`src/rtl/shift_pkg.sv`:
```
// Shared types and the pure next-state function for univ_shift_reg.
// Values travel right-aligned in a MAX_W-bit word so one function serves every width.
package shift_pkg;

  localparam int unsigned MAX_W = 64;

  typedef logic [MAX_W-1:0] word_t;

  typedef enum logic [1:0] {
    SHL = 2'd0,
    SHR = 2'd1,
    ROL = 2'd2,
    ROR = 2'd3
  } shift_mode_e;

  // dw/sw are elaboration constants at every RTL call site, so the shifts reduce to wiring.
  function automatic word_t shift_next(input word_t       q,
                                       input shift_mode_e mode,
                                       input word_t       lane_in,
                                       input int unsigned dw,
                                       input int unsigned sw);
    word_t mask_dw, mask_sw, cur, lane, hi, lo, r;
    mask_dw = (dw >= MAX_W) ? '1 : ((word_t'(1) << dw) - word_t'(1));
    mask_sw = (word_t'(1) << sw) - word_t'(1);
    cur     = q & mask_dw;
    lane    = lane_in & mask_sw;
    hi      = (cur >> (dw - sw)) & mask_sw;
    lo      = cur & mask_sw;
    case (mode)
      SHL:     r = (cur << sw) | lane;
      SHR:     r = (cur >> sw) | (lane << (dw - sw));
      ROL:     r = (cur << sw) | hi;
      default: r = (cur >> sw) | (lo << (dw - sw));
    endcase
    return r & mask_dw;
  endfunction

endpackage

```
`src/rtl/univ_shift_reg.sv`:
```
// Universal load/shift/rotate register with SW-bit lanes and a shift-frame counter.
// Define UNIV_SHIFT_ARITH_EN to add the `arith` input (sign-extending SHR).
module univ_shift_reg
  import shift_pkg::*;
#(
  parameter int unsigned DW = 32,
  parameter int unsigned SW = 1,
  parameter type         dw_t = logic [DW-1:0],
  localparam int unsigned NSH = DW / SW,
  localparam int unsigned CW  = $clog2(NSH)
) (
  input  logic          clk,
  input  logic          rst,
  input  logic          load,
  input  dw_t           d,
  input  logic          shift,
  input  shift_mode_e   mode,
  input  logic [SW-1:0] serial_in,
`ifdef UNIV_SHIFT_ARITH_EN
  input  logic          arith,
`endif
  output dw_t           q,
  output logic [SW-1:0] serial_out,
  output logic [CW-1:0] shift_cnt,
  output logic          frame_done
);

  if (DW < 2 || SW < 1 || SW >= DW || (DW % SW) != 0 || DW > MAX_W) begin : g_param_check
    $error("univ_shift_reg: illegal parameters DW=%0d SW=%0d", DW, SW);
  end

  dw_t           r_q;
  logic [CW-1:0] r_cnt;
  logic          r_frame_done;
  logic [SW-1:0] w_lane;
  dw_t           w_next;
  logic          w_wrap;

  // Lane entering on SHL/SHR; rotates ignore it inside shift_next.
  always_comb begin
    w_lane = serial_in;
`ifdef UNIV_SHIFT_ARITH_EN
    if (arith && mode == SHR) w_lane = {SW{r_q[DW-1]}};
`endif
  end

  assign w_next = DW'(shift_next(word_t'(r_q), mode, word_t'(w_lane), DW, SW));
  assign w_wrap = (r_cnt == CW'(NSH - 1));

  always_comb begin
    serial_out = r_q[SW-1:0];
    if (mode == SHL || mode == ROL) serial_out = r_q[DW-1 -: SW];
  end

  always_ff @(posedge clk or posedge rst) begin
    if (rst) begin
      r_q          <= '0;
      r_cnt        <= '0;
      r_frame_done <= 1'b0;
    end else if (load) begin
      r_q          <= d;
      r_cnt        <= '0;
      r_frame_done <= 1'b0;
    end else if (shift) begin
      r_q          <= w_next;
      r_cnt        <= w_wrap ? '0 : r_cnt + CW'(1);
      r_frame_done <= w_wrap;
    end else begin
      r_frame_done <= 1'b0;
    end
  end

  assign q          = r_q;
  assign shift_cnt  = r_cnt;
  assign frame_done = r_frame_done;

endmodule
```
`config.mk`:
```
export PLATFORM = sky130hd
export DESIGN_NAME = univ_shift_reg
export DESIGN_NICKNAME = d
export VERILOG_FILES = /design/src/rtl/shift_pkg.sv /design/src/rtl/univ_shift_reg.sv
export SDC_FILE = /design/constraint.sdc
export NUM_CORES = 1
export LEC_CHECK = 0
export CAP_MARGIN = 40
export CORE_ASPECT_RATIO = 1.25
export CORE_MARGIN = 2
export CORE_UTILIZATION = 46
export CTS_BUF_LIST = sky130_fd_sc_hd__clkbuf_4 sky130_fd_sc_hd__clkbuf_8
export DETAILED_ROUTE_END_ITERATION = 12
export DONT_BUFFER_PORTS = 1
export HOLD_SLACK_MARGIN = 0.12
export PLACE_DENSITY_LB_ADDON = 0.2
export RECOVER_POWER = 100
export SETUP_SLACK_MARGIN = 0.3
export SKIP_LAST_GASP = 1
export SLEW_MARGIN = 20
export SYNTH_ARGS = -nofsm -noshare
export SYNTH_HDL_FRONTEND = slang
export SYNTH_SLANG_ARGS = --single-unit
```
`constraint.sdc`:
```
create_clock -name clk -period 3.63 [get_ports clk]
set_input_delay 0.726 -clock clk [delete_from_list [all_inputs] [get_ports clk]]
set_output_delay 0.726 -clock clk [all_outputs]
set_load 0.02 [all_outputs]
```
==> results of run 1 <==
[where the power goes]
part / total, mW / internal (mW) / switching (mW) / leakage [nW]
clock: 0.283 / 0.147 / 0.136 / 0.0452
sequential: 0.562 / 0.461 / 0.100 / 0.464
combinational: 0.121 / 0.0698 / 0.0513 / 0.618
total: 0.966 / 0.678 / 0.287 / 1.13
[worst register-to-register path, stage by stage, from the launching register on]
cell and delay, ns:
dfrtp_1 0.50, ha_1 0.28, and3_1 0.19, ha_1 0.22, nand2b_1 0.17, or3_1 0.35, a21oi_1 0.16
[synth_stat cells]
cell type | count | share of area
mux2i_1 | 32 | 0.14
o21ai_0 | 2 | 0.0045
or3_1 | 1 | 0.0028
a211oi_1 | 30 | 0.10
nand3_1 | 1 | 0.0023
buf_2 | 6 | 0.014
inv_1 | 3 | 0.0051
buf_4 | 2 | 0.0068
clkbuf_1 | 7 | 0.012
and2_1 | 1 | 0.0028
a31oi_1 | 1 | 0.0028
a21o_1 | 30 | 0.10
and3_1 | 2 | 0.0056
a21oi_2 | 1 | 0.0040
a311o_1 | 1 | 0.0045
nor4bb_1 | 1 | 0.0045
nand2b_1 | 2 | 0.0056
and4_1 | 1 | 0.0040
ha_1 | 2 | 0.011
buf_6 | 2 | 0.010
buf_12 | 3 | 0.027
nor2_1 | 37 | 0.063
a21oi_1 | 4 | 0.0090
dfrtp_1 | 38 | 0.43
nand2_1 | 3 | 0.0051
a211o_1 | 1 | 0.0040
mux2_2 | 2 | 0.010
nor2b_1 | 1 | 0.0028
[cell type report]
type / instances / area (um^2) / area share
Timing Repair Buffer: 1 / 3.75 / 0.00169
Tap cell: 60 / 75.1 / 0.0338
Multi-Input combinational cell: 156 / 1100 / 0.494
Clock buffer: 7 / 83.8 / 0.0377
Inverter: 3 / 11.3 / 0.00507
Sequential cell: 38 / 951 / 0.428
[layout by cell type (no fill, tap or decap)]
cell type	n
nor4bb_1	1
clkbuf_4	2
mux2i_1	32
a21o_1	30
and3_1	2
inv_1	3
a31oi_1	1
nor2_1	37
dfrtp_1	38
and4_1	1
a211oi_1	30
clkbuf_8	5
mux2_2	1
nand2_1	3
o21ai_0	2
nand2b_1	2
and2_0	1
nand3_1	1
clkbuf_1	1
or3_1	1
a311o_1	1
ha_1	2
a211o_1	1
a21oi_1	5
mux2_1	1
nor2b_1	1
[stage by stage]
stage | setup WS [ns] | utilization | power (mW) | cells
2_1_floorplan | 1.52 | - | 0.700 | 217
3_3_place_gp | 1.80 | 0.457 | 0.686 | 258
3_5_place_dp | 1.69 | 0.457 | 0.696 | 258
4_1_cts | 1.67 | 0.475 | 0.986 | 265
5_1_grt | 1.26 | 0.473 | 1.02 | 265
6_report | 1.64 | 0.473 | 0.966 | 265
[routing by layer]
metal	GRT usage	part of all wire	up-vias
met5	0	0	-
met4	0.0551	0.013	0
met3	0.0740	0.088	5
met2	0.297	0.51	50
met1	0.201	0.39	758
li1	-	-	755
[cell families (layout without fill, tap and decap cells)]
logic type | after synthesis | in the layout | share of synthesized area
buffers and inverters | 23 | 11 | 0.0745
AND/OR/NAND/NOR | 50 | 50 | 0.0983
multiplexers | 34 | 34 | 0.155
flip-flops | 38 | 38 | 0.429
AO/OA/AOI/OAI | 70 | 70 | 0.232
adder cells (fa/ha/maj) | 2 | 2 | 0.0113
[sequential cells by signal, indices dropped and copies added (netlist names)]
signal	count
q	32
frame_done	1
shift_cnt	5
[path summary, 6_finish.rpt]
check / depth (start not counted) / end / slack (ns) / start
max in group clk: 6 / shift_cnt[3]$_DFFE_PP0P_ / 1.67 / shift_cnt[0]$_DFFE_PP0P_
worst max-delay path: 2 / q[29]$_DFFE_PP0P_ / 1.64 / rst
min in group clk: 1 / shift_cnt[4]$_DFFE_PP0P_ / 0.51 / load
worst min register to register: 2 / shift_cnt[4]$_DFFE_PP0P_ / 0.71 / shift_cnt[4]$_DFFE_PP0P_
worst max register to register: 6 / shift_cnt[3]$_DFFE_PP0P_ / 1.67 / shift_cnt[0]$_DFFE_PP0P_
worst min-delay path: 1 / q[9]$_DFFE_PP0P_ / 0.43 / rst
==> results.toml, run 1 <==
[worst_hold_path]
hold_class = "primary input to async pin"

[yosys]
netlist_instances = 217
avgSynthCellArea_um2 = 10.2
synth_cell_types = 28
ys_warn_count = 0
synth_area_um2 = 2220
ys_seq_area_frac = 0.429
ys_seq_elements = 38
synth_fp_nets = 258

[global_routing]
antenna_found_initial = 0
grt_pass1_wl_um = 7290
grt_pass1_vias = 1529
grtUsageTotal = 0.176
gr-total-overflow = 0
grt_max_degree = 73

[critical_path]
critical_path.cell_chain = "inv_1 -> clkbuf_1"
critPathMaxStageDelay_ns = 0.97
path_delay_family = "buffers and inverters"
critPathKind = "primary input to async pin"
slowest_stage = "clkbuf_1"
path_buf_inv = 2
cp-end-kind = "async pin"
critPathArrivalTime_ns = 2.19
crit_fanout = 21
cp-start-kind = "primary input"
cp.required_ns = 3.83

[routing]
wl_per_cell_um = 17.4
wl_um = 4600
drc = 0
vias_per_cell = 5.92
dr.pass1.iters = 4
num_vias = 1568
first_iter_violations = 89
antenna_left = 0

[sta]
holdWs_ns = 0.429
rsz0062_at_grt = "false"
tightest_slew_ns = 1.24
setup_violations = 0
slew_headroom = 0.175
skew_ns = 0.00282
period_share = 0.548
period_needed_ns = 1.99
slew_viol_final = 0
max_freq_mhz = 502
hold_viol = 0
setup_tns_ns = 0

[layout]
design_area_um2 = 2220
fillers = 451
drive_gt1_frac = 0.0390
area_growth_pct = 0.226
diodes = 0
final_nets = 246

[power]
cellPowerDensity_nw_per_um2 = 435
leakage_nw = 1.13
irDropWorstVdd_uv = 293

[floorplanning]
io_pins = 78
core_um2 = 4690
die_area_um2 = 5390
rows = 28
die_h_um = 81.6
die_w_um = 66.1
start_util = 0.472

[clock_network]
cts.clk_slew.worst_paths_ns = 0.07
root_buffer = "clkbuf_8"
clock_tree.buffer_depth = 2
clkLatencyLatePin_ns = 0.28
cts_max_level = 2
postCtsResizedCells = 0
cts_buffers = 5
cts_tree = "done"
clock-sinks = 38
postCtsSetupBuffers = 0
cts_hold_buffers = 0

[placed_design]
dpl_cell_area_um2 = 2140
io_buffer_count = 0
finalWeightedCongestion = 0.719
dp_hpwl_um = 3160

[run]
maxCapViolations = 0

[status]
status = "finished clean"
No activity file was read; power rests on OpenSTA's default activity.
==> run 2: changes to the inputs <==
==> constraint.sdc (replaced) <==
create_clock -name clk -period 2 [get_ports clk]
set_input_delay 0.4 -clock clk [delete_from_list [all_inputs] [get_ports clk]]
set_output_delay 0.4 -clock clk [all_outputs]
set_load 0.02 [all_outputs]
==> run 2 against run 1 <==
  * Combinational power is 83% higher
  * Utilization is 1.4 points higher
  * Via count is 1.1% higher
  * Global-route usage is 0.68 points higher
  * Sequential power is 81% higher
  * Setup slack worse by 1.5 ns
  * Non-clock buffer count is 1 higher
  * Power is 85% higher
  * Clock-buffer cell count is 1 lower
  * Die area stayed put
  * Sequential share of layout area is 1.3 points lower
  * Register-to-register slack worse by 1.5 ns
  * Critical path type is now flip-flop to flip-flop
  * Largest power group unchanged
==> results.toml, run 2 (synthesis gave the netlist of run 1 again) <==
[worst_hold_path]
hold_class = "primary input to flip-flop"
holdPathEnd = "shift_cnt[3]$_DFFE_PP0P_"
holdPathStages = 1
min-delay-start = "load"

[floorplanning]
die_h_um = 81.6
rows = 28
start_util = 0.472
die_w_um = 66.1
core_um2 = 4690
io_pins = 78
die_area_um2 = 5390

[clock_network]
cts.clk_slew.worst_paths_ns = 0.08
cts_buffers = 5
root_buffer = "clkbuf_8"
cts_hold_buffers = 0
clkLatencyLatePin_ns = 0.28
clock_tree.buffer_depth = 2
cts_max_level = 2
cts_tree = "done"
clock-sinks = 38

[routing]
antenna_left = 0
wl_met1_um = 1930
maxUsedRoutingLayer = "met4"
route.met3.wl_um = 407
wl_per_cell_um = 17.9
wl_um = 4790
met2_length_um = 2400
num_vias = 1585
vias_per_cell = 5.94
dr.pass1.iters = 4
first_iter_violations = 66
drc = 0

[layout]
diodes = 0
area_growth_pct = 3.27
largest_reg_flops = 32
mostFrequentLayoutCells = "dfrtp_1 (38), nor2_1 (37), mux2i_1 (32)"
fillers = 473
drive_gt1_frac = 0.0821
final_nets = 247
layout_commonest_cell = "dfrtp_1"

[sta]
period_share = 0.915
max_freq_mhz = 546
rsz0062_at_grt = "true"
slew_viol_final = 0
hold_viol = 0
period_needed_ns = 1.83
setup_violations = 0
setup_tns_ns = 0
tightest_slew_ns = 0.960
slew_headroom = 0.360
skew_ns = 0.00510

[global_routing]
antenna_found_initial = 0
grt_max_degree = 73
grtUsageTotal = 0.182
gr-total-overflow = 0
grt_pass1_wl_um = 7590
grt_pass1_vias = 1562

[critical_path]
cp-end-kind = "flip-flop"
r2r-end = "shift_cnt[2]$_DFFE_PP0P_"
critPathKind = "flip-flop to flip-flop"
r2r-start = "shift_cnt[0]$_DFFE_PP0P_"
cp.required_ns = 2.22
crit_fanout = 5
critPathArrivalTime_ns = 2.05
cp-start-kind = "flip-flop"
reg2reg_depth = 7
rrSetupSlack_ns = 0.17

[placed_design]
dp_hpwl_um = 3130
io_buffer_count = 0
finalWeightedCongestion = 0.728

[run]
maxCapViolations = 0

[power]
cellPowerDensity_nw_per_um2 = 779
leakage_nw = 1.14
irDropWorstVdd_uv = 369
finalPower_mw = 1.78

[status]
status = "finished clean"
run 2: changes by cell type in the layout (fill, tap and decap cells not counted), sizes merged:
cell and delta:
buf +1, clkinvlp +1, clkbuf -1, clkinv +1
run 2: worst max-delay path, cell delays in order, from the launching register on:
cell	delay [ns]
dfrtp_1	0.53
ha_4	0.24
and3_1	0.21
ha_4	0.17
buf_4	0.14
nor4bb_2	0.30
a21oi_1	0.07
nor2_1	0.09
run 2: layer usage:
layer | global-route usage | vias up
met1 | 0.209 | 762
li1 | - | 763
met2 | 0.314 | 55
met3 | 0.0699 | 5
met4 | 0.0551 | 0
met5 | 0 | -
run 2: how the worst max path moves through the flow:
stage,start,depth (start not counted),end
after detailed placement,shift_cnt[0]$_DFFE_PP0P_,6,shift_cnt[3]$_DFFE_PP0P_
after CTS,shift_cnt[1]$_DFFE_PP0P_,6,shift_cnt[3]$_DFFE_PP0P_
after floorplan,shift_cnt[0]$_DFFE_PP0P_,6,shift_cnt[3]$_DFFE_PP0P_
after global routing,shift_cnt[0]$_DFFE_PP0P_,7,shift_cnt[2]$_DFFE_PP0P_
final,shift_cnt[0]$_DFFE_PP0P_,7,shift_cnt[2]$_DFFE_PP0P_
after global placement,shift_cnt[0]$_DFFE_PP0P_,6,shift_cnt[3]$_DFFE_PP0P_
run 2: repair_timing:
action / 4_1_cts / 5_1_grt
setup buffers: 1 / 0
gates resized for setup: 5 / 4
pin swaps: 3 / 2
setup endpoints to repair: 1 / 2
gates cloned: 0 / 0
run 2: power by group:
| part | leakage (nW) | switching [mW] | total [mW] | internal, mW |
|---|---|---|---|---|
| combinational | 0.626 | 0.0919 | 0.221 | 0.129 |
| clock | 0.0472 | 0.264 | 0.541 | 0.277 |
| sequential | 0.464 | 0.184 | 1.02 | 0.837 |
run 2: area by class of cell:
type / count / area, um^2 / area share
clock inverter: 2 / 12.5 / 0.00547
clock buffer: 6 / 82.6 / 0.0361
timing repair buffer: 2 / 12.5 / 0.00547
inverter: 3 / 11.3 / 0.00492
tap: 60 / 75.1 / 0.0328
multi-input combinational: 156 / 1140 / 0.500
sequential: 38 / 951 / 0.416
run 2: per-stage QoR:
step	util	setup slack (ns)	hold slack [ns]	cells	area (um^2)
CTS	0.487	0.309	0.128	267	2290
global route	0.487	0.111	0.150	267	2290
global placement	0.458	0.256	0.428	258	2150
detailed placement	0.458	0.156	0.440	258	2150
floorplan	-	0.302	0.521	217	2220
finish	0.487	0.170	0.167	267	2290
